$ cat config.mk
export PLATFORM = sky130hd
export DESIGN_NAME = alu_writeback
export DESIGN_NICKNAME = d
export VERILOG_FILES = /design/src/rtl/alu_wb_pkg.sv /design/src/rtl/wb_result_mux.sv /design/src/rtl/alu_writeback.sv
export SDC_FILE = /design/constraint.sdc
export NUM_CORES = 1
export LEC_CHECK = 0
export CELL_PAD_IN_SITES_DETAIL_PLACEMENT = 2
export CELL_PAD_IN_SITES_GLOBAL_PLACEMENT = 2
export CORE_MARGIN = 3
export CORE_UTILIZATION = 21
export DETAILED_ROUTE_END_ITERATION = 10
export PLACE_DENSITY = 0.83
export SYNTH_ARGS = -nofsm -noshare
export SYNTH_HDL_FRONTEND = slang
export SYNTH_SLANG_ARGS = --single-unit
$ cat constraint.sdc
create_clock -name clk -period 4.5 [get_ports clk]
set_input_delay 0.45 -clock clk [delete_from_list [all_inputs] [get_ports clk]]
set_output_delay 0.45 -clock clk [all_outputs]
set_load 0.01 [all_outputs]
$ cat src/rtl/alu_wb_pkg.sv
// Shared definitions for the ALU writeback sequencer: opcodes, FSM states,
// default widths and the single-result opcode classifier.
package alu_wb_pkg;

  localparam int DEF_DATA_W = 16;
  localparam int DEF_REG_AW = 5;
  localparam int DEF_MEM_AW = 9;

  localparam logic [5:0] OP_MOV   = 6'd0;
  localparam logic [5:0] OP_MOVI  = 6'd1;
  localparam logic [5:0] OP_LOAD  = 6'd2;
  localparam logic [5:0] OP_STORE = 6'd3;
  localparam logic [5:0] OP_ADD   = 6'd4;
  localparam logic [5:0] OP_SUB   = 6'd5;
  localparam logic [5:0] OP_NEG   = 6'd6;
  localparam logic [5:0] OP_MUL   = 6'd7;
  localparam logic [5:0] OP_DIV   = 6'd8;
  localparam logic [5:0] OP_OR    = 6'd9;
  localparam logic [5:0] OP_XOR   = 6'd10;
  localparam logic [5:0] OP_NAND  = 6'd11;
  localparam logic [5:0] OP_NOR   = 6'd12;
  localparam logic [5:0] OP_XNOR  = 6'd13;
  localparam logic [5:0] OP_NOT   = 6'd14;
  localparam logic [5:0] OP_LLSH  = 6'd15;
  localparam logic [5:0] OP_LRSH  = 6'd16;

  typedef enum logic [1:0] {
    IDLE,
    MUL_HI,
    LD_REQ,
    LD_DATA
  } wb_state_t;

  // Ops that finish with exactly one register write from the result mux.
  function automatic logic is_single(input logic [5:0] op);
    return (op == OP_MOV) || (op == OP_MOVI) ||
           ((op >= OP_ADD) && (op <= OP_LRSH) && (op != OP_MUL));
  endfunction

endpackage

$ cat src/rtl/wb_result_mux.sv
// Combinational opcode-to-result select for the single-result operations.
module wb_result_mux
  import alu_wb_pkg::*;
#(
  parameter int DATA_W = DEF_DATA_W
) (
  input  logic [5:0]        opcode,
  input  logic [DATA_W-1:0] a,
  input  logic [DATA_W-1:0] immediate,
  input  logic [DATA_W-1:0] sum,
  input  logic [DATA_W-1:0] diff,
  input  logic [DATA_W-1:0] negate,
  input  logic [DATA_W-1:0] divi,
  input  logic [DATA_W-1:0] or_r,
  input  logic [DATA_W-1:0] xor_r,
  input  logic [DATA_W-1:0] nand_r,
  input  logic [DATA_W-1:0] nor_r,
  input  logic [DATA_W-1:0] xnor_r,
  input  logic [DATA_W-1:0] not_r,
  input  logic [DATA_W-1:0] lsh_r,
  input  logic [DATA_W-1:0] rsh_r,
  output logic [DATA_W-1:0] result
);

  always_comb begin
    result = '0;
    case (opcode)
      OP_MOV:  result = a;
      OP_MOVI: result = immediate;
      OP_ADD:  result = sum;
      OP_SUB:  result = diff;
      OP_NEG:  result = negate;
      OP_DIV:  result = divi;
      OP_OR:   result = or_r;
      OP_XOR:  result = xor_r;
      OP_NAND: result = nand_r;
      OP_NOR:  result = nor_r;
      OP_XNOR: result = xnor_r;
      OP_NOT:  result = not_r;
      OP_LLSH: result = lsh_r;
      OP_LRSH: result = rsh_r;
      default: result = '0;
    endcase
  end

endmodule

$ cat src/rtl/alu_writeback.sv
// Writeback sequencer: register-file and data-memory strobes for ALU results,
// two-beat MUL and three-beat LOAD. Define WB_FLAGS_EN for z_flag/n_flag.
module alu_writeback
  import alu_wb_pkg::*;
#(
  parameter int DATA_W = DEF_DATA_W,
  parameter int REG_AW = DEF_REG_AW,
  parameter int MEM_AW = DEF_MEM_AW
) (
  input  logic                clk,
  input  logic                rst_n,
  input  logic                in_valid,
  output logic                in_ready,
  input  logic [5:0]          opcode,
  input  logic [REG_AW-1:0]   rdst1,
  input  logic [REG_AW-1:0]   rdst2,
  input  logic [MEM_AW-1:0]   rsrc_add,
  input  logic [MEM_AW-1:0]   rdst_add,
  input  logic [DATA_W-1:0]   a,
  input  logic [DATA_W-1:0]   immediate,
  input  logic [DATA_W-1:0]   sum,
  input  logic [DATA_W-1:0]   diff,
  input  logic [DATA_W-1:0]   negate,
  input  logic [DATA_W-1:0]   divi,
  input  logic [DATA_W-1:0]   or_r,
  input  logic [DATA_W-1:0]   xor_r,
  input  logic [DATA_W-1:0]   nand_r,
  input  logic [DATA_W-1:0]   nor_r,
  input  logic [DATA_W-1:0]   xnor_r,
  input  logic [DATA_W-1:0]   not_r,
  input  logic [DATA_W-1:0]   lsh_r,
  input  logic [DATA_W-1:0]   rsh_r,
  input  logic [2*DATA_W-1:0] multiplied,
  output logic                wr_en,
  output logic [REG_AW-1:0]   wr_addr,
  output logic [DATA_W-1:0]   wr_data,
  output logic                mem_re,
  output logic                mem_we,
  output logic [MEM_AW-1:0]   mem_addr,
  output logic [DATA_W-1:0]   mem_wdata,
  input  logic [DATA_W-1:0]   mem_rdata,
  output logic                illegal
`ifdef WB_FLAGS_EN
  ,
  output logic                z_flag,
  output logic                n_flag
`endif
);

  wb_state_t         state;
  logic [REG_AW-1:0] pend_addr;
  logic [DATA_W-1:0] pend_data;
  logic [DATA_W-1:0] mux_result;

  wb_result_mux #(.DATA_W(DATA_W)) u_mux (
    .opcode(opcode), .a(a), .immediate(immediate), .sum(sum), .diff(diff),
    .negate(negate), .divi(divi), .or_r(or_r), .xor_r(xor_r), .nand_r(nand_r),
    .nor_r(nor_r), .xnor_r(xnor_r), .not_r(not_r), .lsh_r(lsh_r),
    .rsh_r(rsh_r), .result(mux_result)
  );

  assign in_ready = (state == IDLE);

  // pend_addr holds rdst2 for MUL high half or rdst1 for the LOAD write.
  always_ff @(posedge clk or negedge rst_n) begin
    if (!rst_n) begin
      state     <= IDLE;
      wr_en     <= 1'b0;
      wr_addr   <= '0;
      wr_data   <= '0;
      mem_re    <= 1'b0;
      mem_we    <= 1'b0;
      mem_addr  <= '0;
      mem_wdata <= '0;
      illegal   <= 1'b0;
      pend_addr <= '0;
      pend_data <= '0;
    end else begin
      wr_en   <= 1'b0;
      mem_re  <= 1'b0;
      mem_we  <= 1'b0;
      illegal <= 1'b0;
      case (state)
        IDLE: begin
          if (in_valid) begin
            if (opcode == OP_MUL) begin
              wr_en     <= 1'b1;
              wr_addr   <= rdst1;
              wr_data   <= multiplied[DATA_W-1:0];
              pend_addr <= rdst2;
              pend_data <= multiplied[2*DATA_W-1:DATA_W];
              state     <= MUL_HI;
            end else if (opcode == OP_LOAD) begin
              mem_re    <= 1'b1;
              mem_addr  <= rsrc_add;
              pend_addr <= rdst1;
              state     <= LD_REQ;
            end else if (opcode == OP_STORE) begin
              mem_we    <= 1'b1;
              mem_addr  <= rdst_add;
              mem_wdata <= a;
            end else if (is_single(opcode)) begin
              wr_en   <= 1'b1;
              wr_addr <= rdst1;
              wr_data <= mux_result;
            end else begin
              illegal <= 1'b1;
            end
          end
        end
        MUL_HI: begin
          wr_en   <= 1'b1;
          wr_addr <= pend_addr;
          wr_data <= pend_data;
          state   <= IDLE;
        end
        LD_REQ: state <= LD_DATA;
        LD_DATA: begin
          wr_en   <= 1'b1;
          wr_addr <= pend_addr;
          wr_data <= mem_rdata;
          state   <= IDLE;
        end
        default: state <= IDLE;
      endcase
    end
  end

`ifdef WB_FLAGS_EN
  logic              lo_zero;
  logic              flag_upd;
  logic              z_next;
  logic              n_next;

  // Flags track the value being written this cycle; MUL judges the full product.
  always_comb begin
    flag_upd = 1'b0;
    z_next   = 1'b0;
    n_next   = 1'b0;
    case (state)
      IDLE: begin
        if (in_valid && is_single(opcode)) begin
          flag_upd = 1'b1;
          z_next   = (mux_result == '0);
          n_next   = mux_result[DATA_W-1];
        end
      end
      MUL_HI: begin
        flag_upd = 1'b1;
        z_next   = lo_zero && (pend_data == '0);
        n_next   = pend_data[DATA_W-1];
      end
      LD_DATA: begin
        flag_upd = 1'b1;
        z_next   = (mem_rdata == '0);
        n_next   = mem_rdata[DATA_W-1];
      end
      default: flag_upd = 1'b0;
    endcase
  end

  always_ff @(posedge clk or negedge rst_n) begin
    if (!rst_n) begin
      lo_zero <= 1'b0;
      z_flag  <= 1'b0;
      n_flag  <= 1'b0;
    end else begin
      if (state == IDLE && in_valid && opcode == OP_MUL)
        lo_zero <= (multiplied[DATA_W-1:0] == '0);
      if (flag_upd) begin
        z_flag <= z_next;
        n_flag <= n_next;
      end
    end
  end
`endif

endmodule
* Yosys cells after proc, flatten, opt, wreduce, memory -nomap -nowiden
Index checks and enable logic that the tools add are counted.
** Storage, ports and cells
- Bits of input ports :: 309
- Bits in registers :: 73
** Cells by class
- Multiplexer cells :: 42
- Order comparisons :: 2
- Bitwise logic cells :: 2
- Reductions and logical operators :: 18
- Equality and inequality tests :: 25
** Operators with widths (count)
- $pmux 16 s14 :: 1
- $mux 16 :: 5
- $eq 6x4->1 const B :: 8
- $pmux 16 s3 :: 1
- $mux 5 :: 7
- $eq 6x3->1 const B :: 4
- $mux 1 :: 20
- $mux 9 :: 2
- $reduce_and 5->1 :: 3
- $eq 6x2->1 const B :: 2
- $pmux 5 s2 :: 1
- $eq 6x1->1 const B :: 1
- $eq 6x5->1 const B :: 1
- $ge 6x3->1 const B :: 1
- $le 6x5->1 const B :: 1
- $logic_not 6->1 :: 1
- $mux 2 :: 3
- $ne 3x1->1 const B :: 2
- $ne 3x3->1 const B :: 2
- $ne 6x3->1 const B :: 1
- $pmux 2 s3 :: 1
- $reduce_and 3->1 :: 2
- $reduce_bool 2->1 :: 3
- $eq 2x2->1 const B :: 2
- 11 further kinds :: 14

* Longest topological paths before layout
Gate-level depths: netlist (run 1).
- Depth in word-level cells :: 10
- Gate-level depth with buffers :: 9
- Mapped depth without buffers :: 6

* By module
A second synthesis (run 1) with hierarchy kept.
** Unflattened totals
- Cell total of the unflattened synthesis :: 468
- Area total of the unflattened synthesis :: 5245.0 um^2
** Modules (own cells, without submodules)
- alu_writeback :: times used 1, area each 3424.5 um^2, cells an instance 260
- wb_result_mux :: times used 1, area each 1820.5 um^2, cells an instance 208

* Least setup slack after synthesis (run 1)
No wires, ideal clock.
- Path type :: in2reg
- From :: input opcode[3]
- To :: register wr_data[10]
- Arrival :: 2.028 ns
- Stages on the path :: 7
- Library setup time :: 0.119 ns
- Buffers on the path :: 2
- Required time :: 4.381 ns
- Setup slack :: 2.353 ns
- Path through :: buf_4 o31a_1 a2111oi_4 nand2b_2 buf_2 a211o_1 o21a_1
** Between the ends
- Longest elaborated chain between the ends :: 8
- Elaborated cells between the ends (all ways) :: 35
- Classes of those cells :: 2 x order compare; 20 x eq/ne; 7 x mux; 6 x reduce/logical
** RTL lines
- start: declaration :: line alu_writeback.sv:14 : input logic [5:0] opcode,
- $eq 6x5->1 (tied with other cells) :: line wb_result_mux.sv:27 : case (opcode)
- $pmux 16 s14 :: line wb_result_mux.sv:27
- $mux 16 :: line alu_writeback.sv:102 : end else if (is_single(opcode)) begin
- $mux 16 :: line alu_writeback.sv:98 : end else if (opcode == OP_STORE) begin
- $mux 16 :: line alu_writeback.sv:93 : end else if (opcode == OP_LOAD) begin
- $mux 16 :: line alu_writeback.sv:86 : if (opcode == OP_MUL) begin
- $mux 16 :: line alu_writeback.sv:85 : if (in_valid) begin
- $pmux 16 s3 :: line alu_writeback.sv:83 : case (state)
- end signal: assignment :: line alu_writeback.sv:89 : wr_data <= multiplied[DATA_W-1:0];
- end signal: assignment :: line alu_writeback.sv:105 : wr_data <= mux_result;
- end signal: assignment :: line alu_writeback.sv:114 : wr_data <= pend_data;
- end: declaration :: line alu_writeback.sv:36 : output logic [DATA_W-1:0] wr_data,
Parallel ways exist; a longest one is shown, timed or not. The select of a mux whose other input is x is not followed.
A chain may end at the register's enable or synchronous reset.

* Final worst setup path (run 1)
- From :: input opcode[5]
- To :: register pend_data[0]
** Between the ends
- Longest elaborated chain between the ends :: 2
** RTL lines
- $eq 6x3->1 :: line alu_writeback.sv:86
- $reduce_and 3->1 (no line)
- end signal: assignment :: line alu_writeback.sv:91 : pend_data <= multiplied[2*DATA_W-1:DATA_W];
- end: declaration :: line alu_writeback.sv:52 : logic [DATA_W-1:0] pend_data;
Every way passes these cells.

==> results_dict.tcl, run 1 <==
set metrics [dict create \
    status "finished, final reports clean" \
    port_buffers 359 \
    synth.most_common_cell "dfrtp_1" \
    synth-seq-area-share_pct 35.4 \
    grt_pass1_wl_mm 42.4 \
    syn_area_per_cell_sq_um 10.8 \
    design_area_sq_mm 0.00932 \
    cts_resized 0 \
    clock_skew_ns 0.00907 \
    tns_ns 0 \
    dp_slack_ns 1.15 \
    crit_chain "clkdlybuf4s50_1, nor4b_4, nand2_2, nor2_2, buf_4, mux2_2" \
    drtIter0Drc 212 \
    grt_pass1_vias 6483 \
    syn_nets 789 \
    synth_seq_cells 73 \
    dp.cells 1127 \
    critPathLaunchType "primary input" \
    grt_usage_pct 21.9 \
    drtAntennaViolNets 0 \
    htreeDepth 3 \
    synth_top_cell_by_area "dfrtp_1" \
    peakVddDrop_v 0.000133 \
    place_area_sq_mm 0.00904 \
    clock_sinks 73 \
    clk_latency_ns 0.34 \
    overflow 0 \
    drv_cap 0 \
    dieArea_sq_mm 0.0265 \
    grt_setup_unrepaired "no" \
    finalSetupViolations 0 \
    core_area_sq_mm 0.0238 \
    area_delta_synth_final_pct 80.6 \
    final_hold_viol_count 0 \
    synth_area_leaders "dfrtp_1 35%, mux2i_1 12%, mux2_2 10%" \
    crit_path_top_delay_cell "nor4b_4" \
    p_leak_uw 0.00362 \
    tritoncts "built" \
    ctsHoldBuffers 0 \
    crit_required_ns 4.73 \
    fin_nets 1128 \
    ys_warn_count 0 \
    synth_cells 480 \
    async_reset_ff_share_pct 100 \
    min_path_type "primary input to async pin" \
    powerDensity_mw_per_mm2 319 \
    cts_made_buffers 9 \
    ys_types 65 \
    synth_edf_count 0 \
    via_count 5679 \
    num_io_pins 360 \
    die_x_um 163 \
    dpl.hpwl_mm 24.5 \
    endpoint_kind "flop" \
    synth_commonest_cells "73 x dfrtp_1, 62 x mux2i_1, 46 x mux2_2" \
    gp_congestion 0.826 \
    post_cts_buffers 0 \
    fin_crit_ns 2.96 \
    arrival_ns 3.19 \
    wl_per_cell_um 25.7 \
    max_freq_ghz 0.337 \
    critical_path_class "primary input to flop" \
    crit_fanout 16 \
    instances_no_fill 1145 \
    root_buffer "clkbuf_16" \
    die_h_um 163 \
    rows 56 \
    max_slew_margin_pct 31.1 \
    clock_path_buffers 2 \
    synth_flop_cell "dfrtp_1" \
    post-route-period-util_pct 65.9 \
    layout-drive-gt1-share_pct 13.5 \
    start_util_pct 21.7 \
    synth_top_area_share_pct 35.4 \
    antenna_found_initial 4 \
    clk_pin_slew_ns 0.06 \
    worst_pin_slew_ns 1.03 \
    fin_ws_ns 1.54 \
    grt_start_max_net_pins 74 \
    slew_violations 0 \
    wl_mm 29.4 \
    crit_path_max_incr_delay_ns 0.90 \
    syn_area_sq_mm 0.00516 \
    drt_first_pass_iters 4 \
    viasPerCell 4.96 \
    drc_errors 0 \
]
==> stage by stage <==
step / hold WS (ns) / power [uW] / utilization [%]
after floorplan: 0.154 / 1480 / -
after global placement: 0.469 / 2280 / 37.9
after detailed placement: 0.485 / 2320 / 37.9
after CTS: 0.326 / 3030 / 39.1
after global routing: 0.352 / 3150 / 39.1
final: 0.271 / 2970 / 39.1
==> metal layers <==
layer / vias to the layer above / global-route usage [%] / routed length (um)
met2: 230 / 41.7 / 16100
met1: 2858 / 24.1 / 10900
met3: 21 / 5.65 / 2020
li1: 2566 / - / -
met5: - / 0 / 26
met4: 4 / 5.57 / 423
==> state kept, by name (all words and copies together), names as in the netlist <==
register,count
mem_re,1
wr_en,1
wr_data,16
pend_data,16
mem_addr,9
illegal,1
mem_wdata,16
pend_addr,5
state,2
wr_addr,5
mem_we,1
==> critical path, delay by kind of cell <==
family / cells / cell delay [ns]
buf+inv: 2 / 1.02
mux: 1 / 0.37
simple gates: 3 / 1.33
==> layout make-up <==
type / instances / area [sq um]
diodes: 2 / 5.00
well taps: 319 / 399
repair buffers: 369 / 3660
fillers: 2581 / 14500
clock buffers: 12 / 246
clock inverters: 4 / 28.8
multi-input cells: 364 / 3150
inverters: 2 / 7.51
flip-flops and latches: 73 / 1830
==> kinds of logic after synthesis <==
family                 Yosys count  synth area share (%)
buffers and inverters           43                  3.95
DFF                             73                  35.4
AOI/OAI and AO/OA              132                  17.8
muxes                          130                  31.8
and+or+nand+nor                102                  11.0
==> layout by cell type, fill, tap and decap left out, types with 6 or more instances in the layout <==
| master | count |
|---|---|
| mux4_2 | 20 |
| nor2_1 | 24 |
| mux2i_1 | 62 |
| a22oi_1 | 12 |
| a222oi_1 | 6 |
| a21oi_1 | 36 |
| nand2_1 | 27 |
| nor3_1 | 9 |
| nand3_1 | 6 |
| dfrtp_1 | 73 |
| a22o_1 | 8 |
| o21ai_1 | 6 |
| mux2_2 | 46 |
| o22ai_1 | 14 |
| buf_4 | 13 |
| o21ai_0 | 11 |
| clkdlybuf4s50_1 | 356 |
| clkbuf_16 | 9 |
==> report_power, final <==
group / switching (uW) / leakage (uW) / total, uW / internal, uW
sequential: 146 / 0.000934 / 989 / 843
clock: 299 / 0.000129 / 689 / 389
combinational: 552 / 0.00256 / 1290 / 739
total: 998 / 0.00362 / 2970 / 1970
==> worst paths after layout <==
kind / slack [ns] / endpoint / start / depth (start not counted)
max in group asynchronous: 3.53 / wr_data[2] / rst_n / 1
setup reg to reg: 1.56 / wr_data[7] / state[1] / 5
hold reg to reg: 0.51 / wr_addr[1] / wr_addr[1] / 2
hold / removal: 0.27 / mem_addr[2] / rst_n / 1
min in group clk: 0.51 / wr_addr[1] / wr_addr[1] / 2
setup / recovery: 1.54 / pend_data[0] / opcode[5] / 6
(Power assumes the default switching activity.)
==> run 2: changes to the inputs <==
--- a/config.mk
+++ b/config.mk
@@ -8,9 +8,9 @@
 export CELL_PAD_IN_SITES_DETAIL_PLACEMENT = 2
 export CELL_PAD_IN_SITES_GLOBAL_PLACEMENT = 2
 export CORE_MARGIN = 3
-export CORE_UTILIZATION = 21
+export CORE_UTILIZATION = 18
 export DETAILED_ROUTE_END_ITERATION = 10
-export PLACE_DENSITY = 0.83
+export PLACE_DENSITY = 0.76
 export SYNTH_ARGS = -nofsm -noshare
 export SYNTH_HDL_FRONTEND = slang
 export SYNTH_SLANG_ARGS = --single-unit
==> constraint.sdc (replaced) <==
create_clock -name clk -period 2.5 [get_ports clk]
set_input_delay 0.25 -clock clk [delete_from_list [all_inputs] [get_ports clk]]
set_output_delay 0.25 -clock clk [all_outputs]
set_load 0.01 [all_outputs]
==> run 2 against run 1 <==
Effect of this change:
- the flow now finishes with violations (hold timing)
- highest routed layer unchanged
- largest power group unchanged
- total power increased by 94%
- wire length increased by 5.7%
- worst setup slack got worse by 1.1 ns
- cell area increased by 5.8%
- clock skew about the same
- sequential share of layout area decreased by 1.1 points
==> results_dict.tcl, run 2 (synthesized netlist as in run 1, its figures left out) <==
set metrics [dict create \
    worst_pin_slew_ns 0.785 \
    wl_per_cell_um 25.0 \
    endpoint_kind "flop" \
    viasPerCell 4.66 \
    max_slew_margin_pct 47.7 \
    port_buffers 359 \
    via_count 5779 \
    fillers 3066 \
    arrival_ns 2.34 \
    post-route-period-util_pct 83.3 \
    max_freq_ghz 0.480 \
    clk_latency_ns 0.34 \
    final_cell_mix "356 x clkdlybuf4s50_1, 73 x dfrtp_1, 62 x mux2i_1" \
    final_common_cell "clkdlybuf4s50_1" \
    violations "hold timing" \
    min_path_type "primary input to async pin" \
    fin_ws_ns 0.418 \
    ctsHoldBuffers 0 \
    cts_resized 0 \
    dp.cells 1223 \
    hold_slack_ns -0.0102 \
    power_uw 5760 \
    clock_sinks 73 \
    fin_nets 1165 \
    antenna_found_initial 2 \
    fin_crit_ns 2.08 \
    post_cts_buffers 0 \
    cts_made_buffers 9 \
    critical_path_class "primary input to flop" \
    powerDensity_mw_per_mm2 584 \
    final-seq-area_sq_mm 0.00183 \
    drv_cap 0 \
    die_x_um 175 \
    grt_start_max_net_pins 58 \
    wl_mm 31.1 \
    root_buffer "clkbuf_16" \
    area_delta_synth_final_pct 91.1 \
    core_area_sq_mm 0.0280 \
    finalSetupViolations 0 \
    layout-drive-gt1-share_pct 17.3 \
    tns_ns 0 \
    drtIter0Drc 167 \
    drtAntennaViolNets 0 \
    dieArea_sq_mm 0.0307 \
    grt_setup_unrepaired "no" \
    drt_first_pass_iters 4 \
    crit_required_ns 2.76 \
    instances_no_fill 1241 \
    gp_congestion 0.790 \
    clk_pin_slew_ns 0.07 \
    dp_slack_ns 0.0428 \
    dpl.hpwl_mm 26.6 \
    slew_violations 0 \
    crit_fanout 8 \
    grt_pass1_wl_mm 44.6 \
    die_h_um 175 \
    drc_errors 0 \
    num_io_pins 360 \
    rows 61 \
    p_leak_uw 0.00388 \
    final_util_pct 35.2 \
    tritoncts "built" \
    grt_usage_pct 19.9 \
    final_hold_viol_count 11 \
    critPathLaunchType "primary input" \
    peakVddDrop_v 0.000372 \
    clock_skew_ns 0.00922 \
    grt_pass1_vias 6630 \
    htreeDepth 3 \
    top_regs "mem_wdata: 16 flops, pend_data: 16 flops, wr_data: 16 flops" \
    start_util_pct 18.4 \
    multi_input_area_sq_mm 0.00315 \
    status "complete, but fails checks" \
    clock_path_buffers 2 \
    overflow 0 \
]
==> run 2: cell type report <==
class / instances / area share, %
Inverter: 2 / 0.0761
Clock inverter: 6 / 1.17
Clock buffer: 10 / 2.32
Sequential cell: 73 / 18.5
Multi-Input combinational cell: 364 / 32.0
Tap cell: 378 / 4.80
Antenna cell: 2 / 0.0507
Timing Repair Buffer: 406 / 41.1
==> run 2: worst paths after layout <==
kind                             from           end  slack [ns]  cells after the start
max in group asynchronous       rst_n    wr_addr[0]        1.83                      2
hold / removal                  rst_n   mem_addr[5]       -0.01                      1
setup / recovery            opcode[5]  pend_addr[1]        0.42                      9
min in group clk           wr_addr[1]    wr_addr[1]        0.48                      2
hold reg to reg            wr_addr[1]    wr_addr[1]        0.48                      2
setup reg to reg             state[0]  mem_wdata[6]        0.51                      5
==> run 2: metal layers <==
layer / share of wire (%) / GRT usage, %
met1: 37 / 21.7
met2: 54 / 37.9
met3: 7.0 / 5.66
met4: 1.7 / 4.42
met5: 0.064 / 0
==> run 2: worst max-delay path, cell delays in order <==
cell	delay (ns)
clkdlybuf4s50_1	0.57
buf_4	0.24
nor4b_4	0.31
buf_4	0.17
nand2_2	0.06
buf_4	0.18
a21oi_1	0.35
nor2_1	0.08
a21oi_1	0.14
==> run 2: metrics by stage <==
stage | area (sq um) | hold slack, ns
final | 9860 | -0.0102
after CTS | 9860 | 0.0134
after global routing | 9860 | 0.0483
after detailed placement | 9510 | 0.396
after global placement | 9510 | 0.395
after floorplan | 5160 | -0.0456
==> run 2: report_power, final <==
| group | leakage, uW | internal [uW] | total, uW | switching (uW) |
|---|---|---|---|---|
| Combinational | 0.00278 | 1400 | 2470 | 1070 |
| Sequential | 0.000934 | 1520 | 1720 | 206 |
| Clock | 0.000163 | 983 | 1570 | 582 |
| Total | 0.00388 | 3900 | 5760 | 1860 |
==> run 3: changes to the inputs <==
==> constraint.sdc (replaced) <==
create_clock -name clk -period 1.67 [get_ports clk]
set_input_delay 0.167 -clock clk [delete_from_list [all_inputs] [get_ports clk]]
set_output_delay 0.167 -clock clk [all_outputs]
set_load 0.01 [all_outputs]
==> run 3 against run 2 <==
Effect of this change:
- non-clock buffer count rose by 62
- cell count rose by 5.1%
- critical path type is now flop to flop
- sequential power rose by 52%
- critical endpoint is now wr_data[7]
- the flow finishes with violations (setup timing)
- cell area rose by 8.8%
- worst hold slack improved by 0.33 ns
- highest routed layer unchanged
==> results_dict.tcl, run 3 (synthesized netlist as in run 1, its figures left out) <==
set metrics [dict create \
    status "complete, but fails checks" \
    violations "setup timing" \
    crit_required_ns 1.90 \
    crit_family "simple AND/OR/NAND/NOR gates" \
    fin_ws_ns -0.0156 \
    design_area_sq_mm 0.0107 \
    final_common_cell "clkdlybuf4s50_1" \
    max_slew_margin_pct 66.1 \
    dieArea_sq_mm 0.0307 \
    die_x_um 175 \
    drtIter0Drc 258 \
    slew_violations 0 \
    final_hold_viol_count 0 \
    start_util_pct 18.4 \
    port_buffers 359 \
    post-route-period-util_pct 101 \
    endpoint_kind "flop" \
    power_uw 8860 \
    hold_slack_ns 0.316 \
    fin_nets 1227 \
    critical_path_class "flop to flop" \
    final_cell_mix "347 x clkdlybuf4s50_1, 83 x buf_4, 72 x dfrtp_1" \
    via_count 6087 \
    clock_path_buffers 2 \
    drt_first_pass_iters 4 \
    grt_pass1_wl_mm 47.1 \
    grt_setup_unrepaired "yes" \
    die_h_um 175 \
    clk_pin_slew_ns 0.07 \
    core_area_sq_mm 0.0280 \
    worst_pin_slew_ns 0.508 \
    crit_path_max_incr_delay_ns 0.38 \
    reg2reg_slack_ns -0.02 \
    fillers 2973 \
    place_area_sq_mm 0.0100 \
    powerDensity_mw_per_mm2 826 \
    clock_sinks 73 \
    tritoncts "built" \
    viasPerCell 4.67 \
    peakVddDrop_v 0.000466 \
    cts_made_buffers 9 \
    p_leak_uw 0.00433 \
    clk_latency_ns 0.35 \
    grt_usage_pct 21.0 \
    crit_path_top_delay_cell "dfrtp_1" \
    rows 61 \
    dp_slack_ns -0.717 \
    cp_num_buf_inv 1 \
    wl_per_cell_um 25.4 \
    crit_fanout 4 \
    drc_errors 0 \
    num_io_pins 360 \
    htreeDepth 3 \
    fin_crit_ns 1.69 \
    max_freq_ghz 0.593 \
    drtAntennaViolNets 0 \
    crit_chain "nand2b_4, a2111oi_4, buf_4, nand2b_4, or3_4, o21a_1" \
    final_util_pct 38.3 \
    antenna_found_initial 3 \
    top_regs "mem_wdata: 16 flops, pend_data: 16 flops, wr_data: 16 flops" \
    overflow 0 \
    min_path_type "primary input to async pin" \
    area_delta_synth_final_pct 108 \
    path_common_cell "nand2b_4" \
    root_buffer "clkbuf_16" \
    grt_start_max_net_pins 37 \
    layout-drive-gt1-share_pct 27.2 \
    critPathLaunchType "flop" \
    wl_mm 33.1 \
    arrival_ns 1.92 \
    dpl.hpwl_mm 27.8 \
    grt_pass1_vias 7138 \
    finalSetupViolations 2 \
    drv_cap 0 \
    gp_congestion 0.839 \
    clock_skew_ns 0.00923 \
]
==> run 3: worst paths after layout <==
kind                            depth (start not counted)       start           to
min in group clk                                        4   opcode[4]      illegal
worst min-delay path                                    2       rst_n  mem_addr[4]
worst max register to register                          6    state[1]   wr_data[7]
worst max-delay path                                    6    state[1]   wr_data[7]
max in group asynchronous                               3       rst_n     state[0]
worst min register to register                          2  wr_addr[3]   wr_addr[3]
==> run 3: final cells by class <==
class	count	area (sq um)	share of cell area, %
clock buffers	10	229	2.13
well taps	378	473	4.41
flip-flops and latches	73	1830	17.0
repair buffers	468	4660	43.4
inverters	2	7.51	0.0700
multi-input cells	364	3460	32.2
diodes	3	7.51	0.0700
clock inverters	6	67.6	0.630
==> run 3: what timing repair did <==
item | 4_1_cts | 5_1_grt
endpoints found under the setup margin | 63 | 47
pin swaps | 10 | 13
cloned | 2 | 0
buffers inserted | 1 | 10
endpoints found under the hold margin | 26 | 0
gates resized for setup | 40 | 49
hold buffers | 1 | 0
==> run 3: through the flow <==
step | TNS [ns] | instances
global route | -0.614 | 1302
detailed placement | -36.27 | 1272
global placement | -30.50 | 1272
floorplan | -1.88 | 480
CTS | -0.0295 | 1292
finish | -0.0303 | 1304
==> run 3: per-layer routing <==
metal	up-vias	global-route usage (%)	wire length (um)
met1	3037	23.3	12200
li1	2764	-	-
met3	22	5.14	2360
met4	2	3.82	448
met5	-	0	8
met2	262	40.5	18100
==> run 3: power breakdown <==
group	internal, uW	switching [uW]	leakage (uW)
sequential	2270	344	0.000932
combinational	2410	1790	0.00326
clock	1170	876	0.000139
total	5850	3010	0.00433
